<file path="config.mk">
export PLATFORM = sky130hd
export DESIGN_NAME = uart_rx
export DESIGN_NICKNAME = d
export VERILOG_FILES = /design/src/rtl/uart_pkg.sv /design/src/rtl/bit_sync.sv /design/src/rtl/uart_rx.sv
export SDC_FILE = /design/constraint.sdc
export NUM_CORES = 1
export LEC_CHECK = 0
export CAP_MARGIN = 5
export CORE_MARGIN = 1.5
export CORE_UTILIZATION = 55
export DETAILED_ROUTE_END_ITERATION = 7
export GPL_ROUTABILITY_DRIVEN = 0
export PLACE_DENSITY = 0.79
export SLEW_MARGIN = 20
export SYNTH_ARGS = -nofsm -noshare
export SYNTH_HDL_FRONTEND = slang
export SYNTH_HIERARCHICAL = 1
export SYNTH_SLANG_ARGS = --single-unit
export TNS_END_PERCENT = 10
</file>
<file path="constraint.sdc">
create_clock -name clk -period 2.4 [get_ports clk]
set_input_delay 0.36 -clock clk [delete_from_list [all_inputs] [get_ports clk]]
set_output_delay 0.36 -clock clk [all_outputs]
set_load 0.02 [all_outputs]
</file>
<file path="src/rtl/uart_pkg.sv">
// rtl/uart_pkg.sv - shared constants and state encoding for the UART receiver
//
// Purpose: bit-rate presets, 8N1 frame constants and the receiver state type.
// Ports:   none (package).

package uart_pkg;

  // Clock cycles per bit for a 100 MHz system clock.
  localparam int CLKS_PER_BIT_115200 = 868;
  localparam int CLKS_PER_BIT_9600   = 10417;

  // 8N1 frame layout.
  localparam int DATA_BITS = 8;
  localparam int STOP_BITS = 1;

  typedef enum logic [2:0] {
    IDLE,
    START,
    DATA,
    STOP,
    WAIT_HIGH
  } state_t;

endpackage

</file>
<file path="src/rtl/bit_sync.sv">
// rtl/bit_sync.sv - two-flop synchronizer for the asynchronous serial line
//
// Purpose: bring rx into the clk domain; both flops reset to the idle level 1.
// Ports:
//   clk - system clock, rising edge
//   rst - synchronous active-high reset
//   d   - asynchronous input
//   q   - synchronized output

module bit_sync (
  input  logic clk,
  input  logic rst,
  input  logic d,
  output logic q
);

  logic meta;

  always_ff @(posedge clk) begin
    if (rst) begin
      meta <= 1'b1;
      q    <= 1'b1;
    end else begin
      meta <= d;
      q    <= meta;
    end
  end

endmodule

</file>
<file path="src/rtl/uart_rx.sv">
// rtl/uart_rx.sv - 8N1 UART receiver with framing-error detection
//
// Purpose: oversample a synchronized serial line, assemble 8N1 frames and
//          report each byte or framing error with a one-cycle pulse.
// Ports:
//   clk       - system clock, rising edge
//   rst       - synchronous active-high reset
//   rx        - asynchronous serial input, idle high
//   rx_data   - last correctly received byte
//   rx_valid  - one-cycle pulse when rx_data is updated
//   frame_err - one-cycle pulse when the stop bit is sampled low
//   busy      - high whenever the receiver is not in IDLE

module uart_rx
  import uart_pkg::*;
#(
  parameter int CLKS_PER_BIT = CLKS_PER_BIT_115200
) (
  input  logic                 clk,
  input  logic                 rst,
  input  logic                 rx,
  output logic [DATA_BITS-1:0] rx_data,
  output logic                 rx_valid,
  output logic                 frame_err,
  output logic                 busy
);

  if (CLKS_PER_BIT < 4) begin : g_bad_clks_per_bit
    $error("uart_rx: CLKS_PER_BIT must be 4 or more");
  end

  if (STOP_BITS != 1) begin : g_bad_stop_bits
    $error("uart_rx: only one stop bit is supported");
  end

  localparam int CNT_W = (CLKS_PER_BIT > 1) ? $clog2(CLKS_PER_BIT) : 1;
  localparam int IDX_W = $clog2(DATA_BITS);

  localparam logic [CNT_W-1:0] CNT_LAST = CNT_W'(CLKS_PER_BIT - 1);
  localparam logic [CNT_W-1:0] CNT_HALF = CNT_W'((CLKS_PER_BIT - 1) / 2);
  localparam logic [IDX_W-1:0] IDX_LAST = IDX_W'(DATA_BITS - 1);

  logic rx_s;

  bit_sync u_bit_sync (
    .clk (clk),
    .rst (rst),
    .d   (rx),
    .q   (rx_s)
  );

  state_t               state, state_next;
  logic [CNT_W-1:0]     cnt, cnt_next;
  logic [IDX_W-1:0]     bit_idx, bit_idx_next;
  logic [DATA_BITS-1:0] shift, shift_next;
  logic [DATA_BITS-1:0] rx_data_next;
  logic                 rx_valid_next;
  logic                 frame_err_next;

  // The synchronizer flops reset to 1, so right after reset rx_s shows a
  // high that the line never produced. settle marks when the synchronizer
  // has been refilled from the real line; armed then requires one genuine
  // high before IDLE may accept a start bit, so a line that is already low
  // when reset drops can never be mistaken for a falling edge.
  logic [1:0]           settle;
  logic                 armed, armed_next;

  always_ff @(posedge clk) begin
    if (rst) begin
      state     <= IDLE;
      cnt       <= '0;
      bit_idx   <= '0;
      shift     <= '0;
      rx_data   <= '0;
      rx_valid  <= 1'b0;
      frame_err <= 1'b0;
      settle    <= 2'b00;
      armed     <= 1'b0;
    end else begin
      state     <= state_next;
      cnt       <= cnt_next;
      bit_idx   <= bit_idx_next;
      shift     <= shift_next;
      rx_data   <= rx_data_next;
      rx_valid  <= rx_valid_next;
      frame_err <= frame_err_next;
      settle    <= {settle[0], 1'b1};
      armed     <= armed_next;
    end
  end

  always_comb begin
    state_next     = state;
    cnt_next       = cnt;
    bit_idx_next   = bit_idx;
    shift_next     = shift;
    rx_data_next   = rx_data;
    rx_valid_next  = 1'b0;
    frame_err_next = 1'b0;
    armed_next     = armed | (settle[1] & rx_s);

    case (state)
      IDLE: begin
        if (armed && !rx_s) begin
          cnt_next   = '0;
          state_next = START;
        end
      end

      // Re-check the start bit at its middle; a high here was a glitch.
      START: begin
        if (cnt == CNT_HALF) begin
          if (!rx_s) begin
            cnt_next   = '0;
            state_next = DATA;
          end else begin
            state_next = IDLE;
          end
        end else begin
          cnt_next = cnt + 1'b1;
        end
      end

      // Sampling one full bit-time after the start midpoint lands each
      // sample in the middle of its data bit.
      DATA: begin
        if (cnt == CNT_LAST) begin
          shift_next[bit_idx] = rx_s;
          cnt_next            = '0;
          if (bit_idx == IDX_LAST) begin
            bit_idx_next = '0;
            state_next   = STOP;
          end else begin
            bit_idx_next = bit_idx + 1'b1;
          end
        end else begin
          cnt_next = cnt + 1'b1;
        end
      end

      STOP: begin
        if (cnt == CNT_LAST) begin
          cnt_next = '0;
          if (rx_s) begin
            rx_data_next  = shift;
            rx_valid_next = 1'b1;
            state_next    = IDLE;
          end else begin
            frame_err_next = 1'b1;
            state_next     = WAIT_HIGH;
          end
        end else begin
          cnt_next = cnt + 1'b1;
        end
      end

      // A held-low line (break) must return high before any new frame.
      WAIT_HIGH: begin
        if (rx_s) begin
          state_next = IDLE;
        end
      end

      default: begin
        state_next = IDLE;
      end
    endcase
  end

  assign busy = (state != IDLE);

endmodule
</file>
==> metrics.md <==
| Metric | Value |
|---|---|
| Syn Std Cell Area | 1880 um^2 |
| Fin crit period | 2.09 ns |
| Hold path endpoint | u_bit_sync/q$_SDFF_PP1_ |
| Top post-synthesis cells by area | dfxtp_1 42%, mux2i_1 9.6%, nor2_1 4.2% |
| Vias in the first global route | 1,446 |
| Area share of the largest cell type after synthesis | 41.6% |
| PD cells | 640 nW/um^2 |
| DRT iter0 DRCs | 121 |
| R2R Path Start | cnt[2]$_SDFFE_PP0P_ |
| Top-count cell post-synth | dfxtp_1 |
| Most frequent cells after synthesis | 39 x dfxtp_1, 21 x nor2_1, 18 x mux2i_1, 17 x nand2_1, 15 x clkbuf_1 |
| Final WL | 3800 um |
| Final worst path period share | 87.1% |
| LEAKAGE | 0.821 nW |
| Count of final hold-check violations | 0 |
| Crit path largest cell delay | 0.54 ns |
| Core Box Area | 3310 um^2 |
| Final Max Slew Viols | 0 |
| First-pass GRT wire length | 6350 um |
| Worst Path Class, Setup | flip-flop to output pin |
| Final nets | 228 |
| Final setup violation count | 0 |
| I/O Pins | 14 |
| Initial Util | 56.7% |
| Layout cells sized above 1 | 7.24% |
| CP Cell Sequence | or3_1 -> clkdlybuf4s50_1 |
| Syn nets | 218 |
| Overall global routing resource usage | 23.0% |
| Die Y | 61.4 um |
| Clk buf depth | 2 |
| DIE WIDTH | 61.4 um |
| DRC Markers | 0 |
| Setup repair bufs after CTS | 0 |
| Post-DP HPWL | 2610 um |
| Yosys warning total | 6 |
| Maximum vdd drop | 0.376 mV |
| Bufs and invs on worst path | 1 |
| Top FF cell, synth | dfxtp_1 |
| # diodes | 0 |
| CP arrival | 1.73 ns |
| Worst-path fanout max | 14 |
| Post-synth ARST share | 0% |
| Worst slew margin | 68.2% |
| TritonCTS clock tree | yes |
| Max-cap violation count | 0 |
| Pin count of the biggest net entering global routing | 31 |
| Area Overhead vs Synth | 14.4% |
| Post-synthesis cell type count | 43 |
| WP data required | 2.04 ns |
| Worst skew pair latency | 0.34 ns |
| DIE AREA | 3770 um^2 |
| Status | finished clean |
| # resized after CTS | 0 |
| Setup TNS | 0 ns |
| Area leader, netlist | dfxtp_1 |
| HP Start | u_bit_sync/meta$_SDFF_PP1_ |
| Register area share after synthesis | 41.6% |
| Vias per cell | 5.90 |
| Clock skew | 0.0146 ns |
| CTS sink count | 39 |
| Slew of the pin with the lowest slew margin | 0.477 ns |
| Root buffer cell | clkbuf_4 |
| Startpoint Class | flip-flop |
| Max Fclk | 479 MHz |
| CTS Buf Count | 5 |
| Total power | 0.00137 W |
| EDFF count, synth | 0 |
| First drt pass iteration count | 5 |
| Register-to-Register Path Depth | 4 |
| CTS clock-pin slew for the worst setup and hold paths | 0.11 ns |
| Avg Cell Area, Syn | 8.94 um^2 |
| Routed WL per cell | 14.2 um |
| Reg2reg end | state[1]$_SDFFE_PP0P_ |
| Hold Path Depth | 1 |
| Flops & latches, synth | 39 |
| Slowest cell on crit path | clkdlybuf4s50_1 |
| Post-route ant nets | 0 |
| Placement Rows | 21 |
| H-tree lvl count | 2 |
| # fillers | 305 |
| Via count | 1,574 |
| Initial antenna violation count | 0 |
| Hold Path Class | flip-flop to flip-flop |
| RSZ-0062 raised after global routing | no |
| Residual overflow from global routing | 0 |
| Critical path capture point type | output pin |
| Hold-fix buffers at CTS | 0 |
| Internal reg-to-reg setup slack | 0.33 ns |
| Final Util | 64.9% |
| PortBufs | 13 |
| CP delay by family, top | buffers and inverters |
| Syn Inst Count | 210 |
## worst reg2reg max path, stage by stage, from the launching register on
cell     delay [ns]
dfxtp_1        0.38
or4b_1         0.56
o31a_1         0.31
or3_1          0.43
o41ai_2        0.30
## placed cells by master, fill, tap and decap left out, drive strengths merged, types with 6 or more instances in the layout
master	instances
clkbuf	6
clkdlybuf4s50	13
o21ai	10
nor4	7
a21oi	11
mux2i	18
nor2	21
nand2	17
o22ai	6
dfxtp	39
## kinds of logic (layout without fill, tap and decap cells)
group           Yosys count  count (layout)  share of synthesized area [%]
buf+inv                  19              30                           3.80
fa+ha+maj                 5               5                           3.33
mux                      18              18                           9.59
simple gates             82              82                           24.4
flops                    39              39                           41.6
compound gates           47              47                           17.3
## worst max path at each step
| stage | end | depth (start not counted) | slack [ns] | startpoint |
|---|---|---|---|---|
| floorplan | state[1]$_SDFFE_PP0P_ | 4 | 0.42 | cnt[2]$_SDFFE_PP0P_ |
| global placement | state[1]$_SDFFE_PP0P_ | 4 | 0.42 | cnt[2]$_SDFFE_PP0P_ |
| detailed placement | state[1]$_SDFFE_PP0P_ | 4 | 0.36 | cnt[2]$_SDFFE_PP0P_ |
| CTS | busy | 2 | 0.30 | state[2]$_SDFFE_PP0P_ |
| global route | state[1]$_SDFFE_PP0P_ | 4 | 0.23 | cnt[7]$_SDFFE_PP0P_ |
| finish | busy | 2 | 0.31 | state[2]$_SDFFE_PP0P_ |
## power breakdown
| part | leakage (nW) | internal (W) | switching [W] | total, W |
|---|---|---|---|---|
| clock network | 0.0525 | 0.000325 | 0.000204 | 0.000529 |
| logic | 0.453 | 0.0000644 | 0.0000947 | 0.000159 |
| registers | 0.316 | 0.000662 | 0.0000245 | 0.000686 |
## per-stage QoR
step	instances	area (um^2)	setup WS (ns)	hold WS, ns
6_report	267	2150	0.310	0.413
5_1_grt	267	2150	0.230	0.439
4_1_cts	267	2150	0.297	0.418
3_5_place_dp	259	2050	0.360	0.395
3_3_place_gp	259	2050	0.421	0.391
2_1_floorplan	210	1880	0.416	0.385
## routing by layer
metal	track usage, %	share of wire (%)	up-vias
met5	0	0	-
met4	8.51	1.4	0
met3	7.77	4.9	6
met2	37.7	50	46
met1	28.3	44	723
li1	-	-	799
## final cells by class
| class | instances | area, um^2 | share of cell area (%) |
|---|---|---|---|
| timing repair buffer | 18 | 168 | 7.80 |
| multi-input combinational | 152 | 1030 | 47.8 |
| clock inverter | 2 | 60.1 | 2.80 |
| inverter | 4 | 15.0 | 0.699 |
| sequential | 39 | 781 | 36.3 |
| tap | 46 | 57.6 | 2.68 |
| clock buffer | 6 | 41.3 | 1.92 |
## registers in the layout (all words and copies together), names as in the netlist
register and flops:
armed 1, bit_idx 3, cnt 10, frame_err 1
rx_data 8, rx_valid 1, settle 2, shift 8
state 3, u_bit_sync/meta 1, u_bit_sync/q 1
Power figures use the tool's default switching activity.
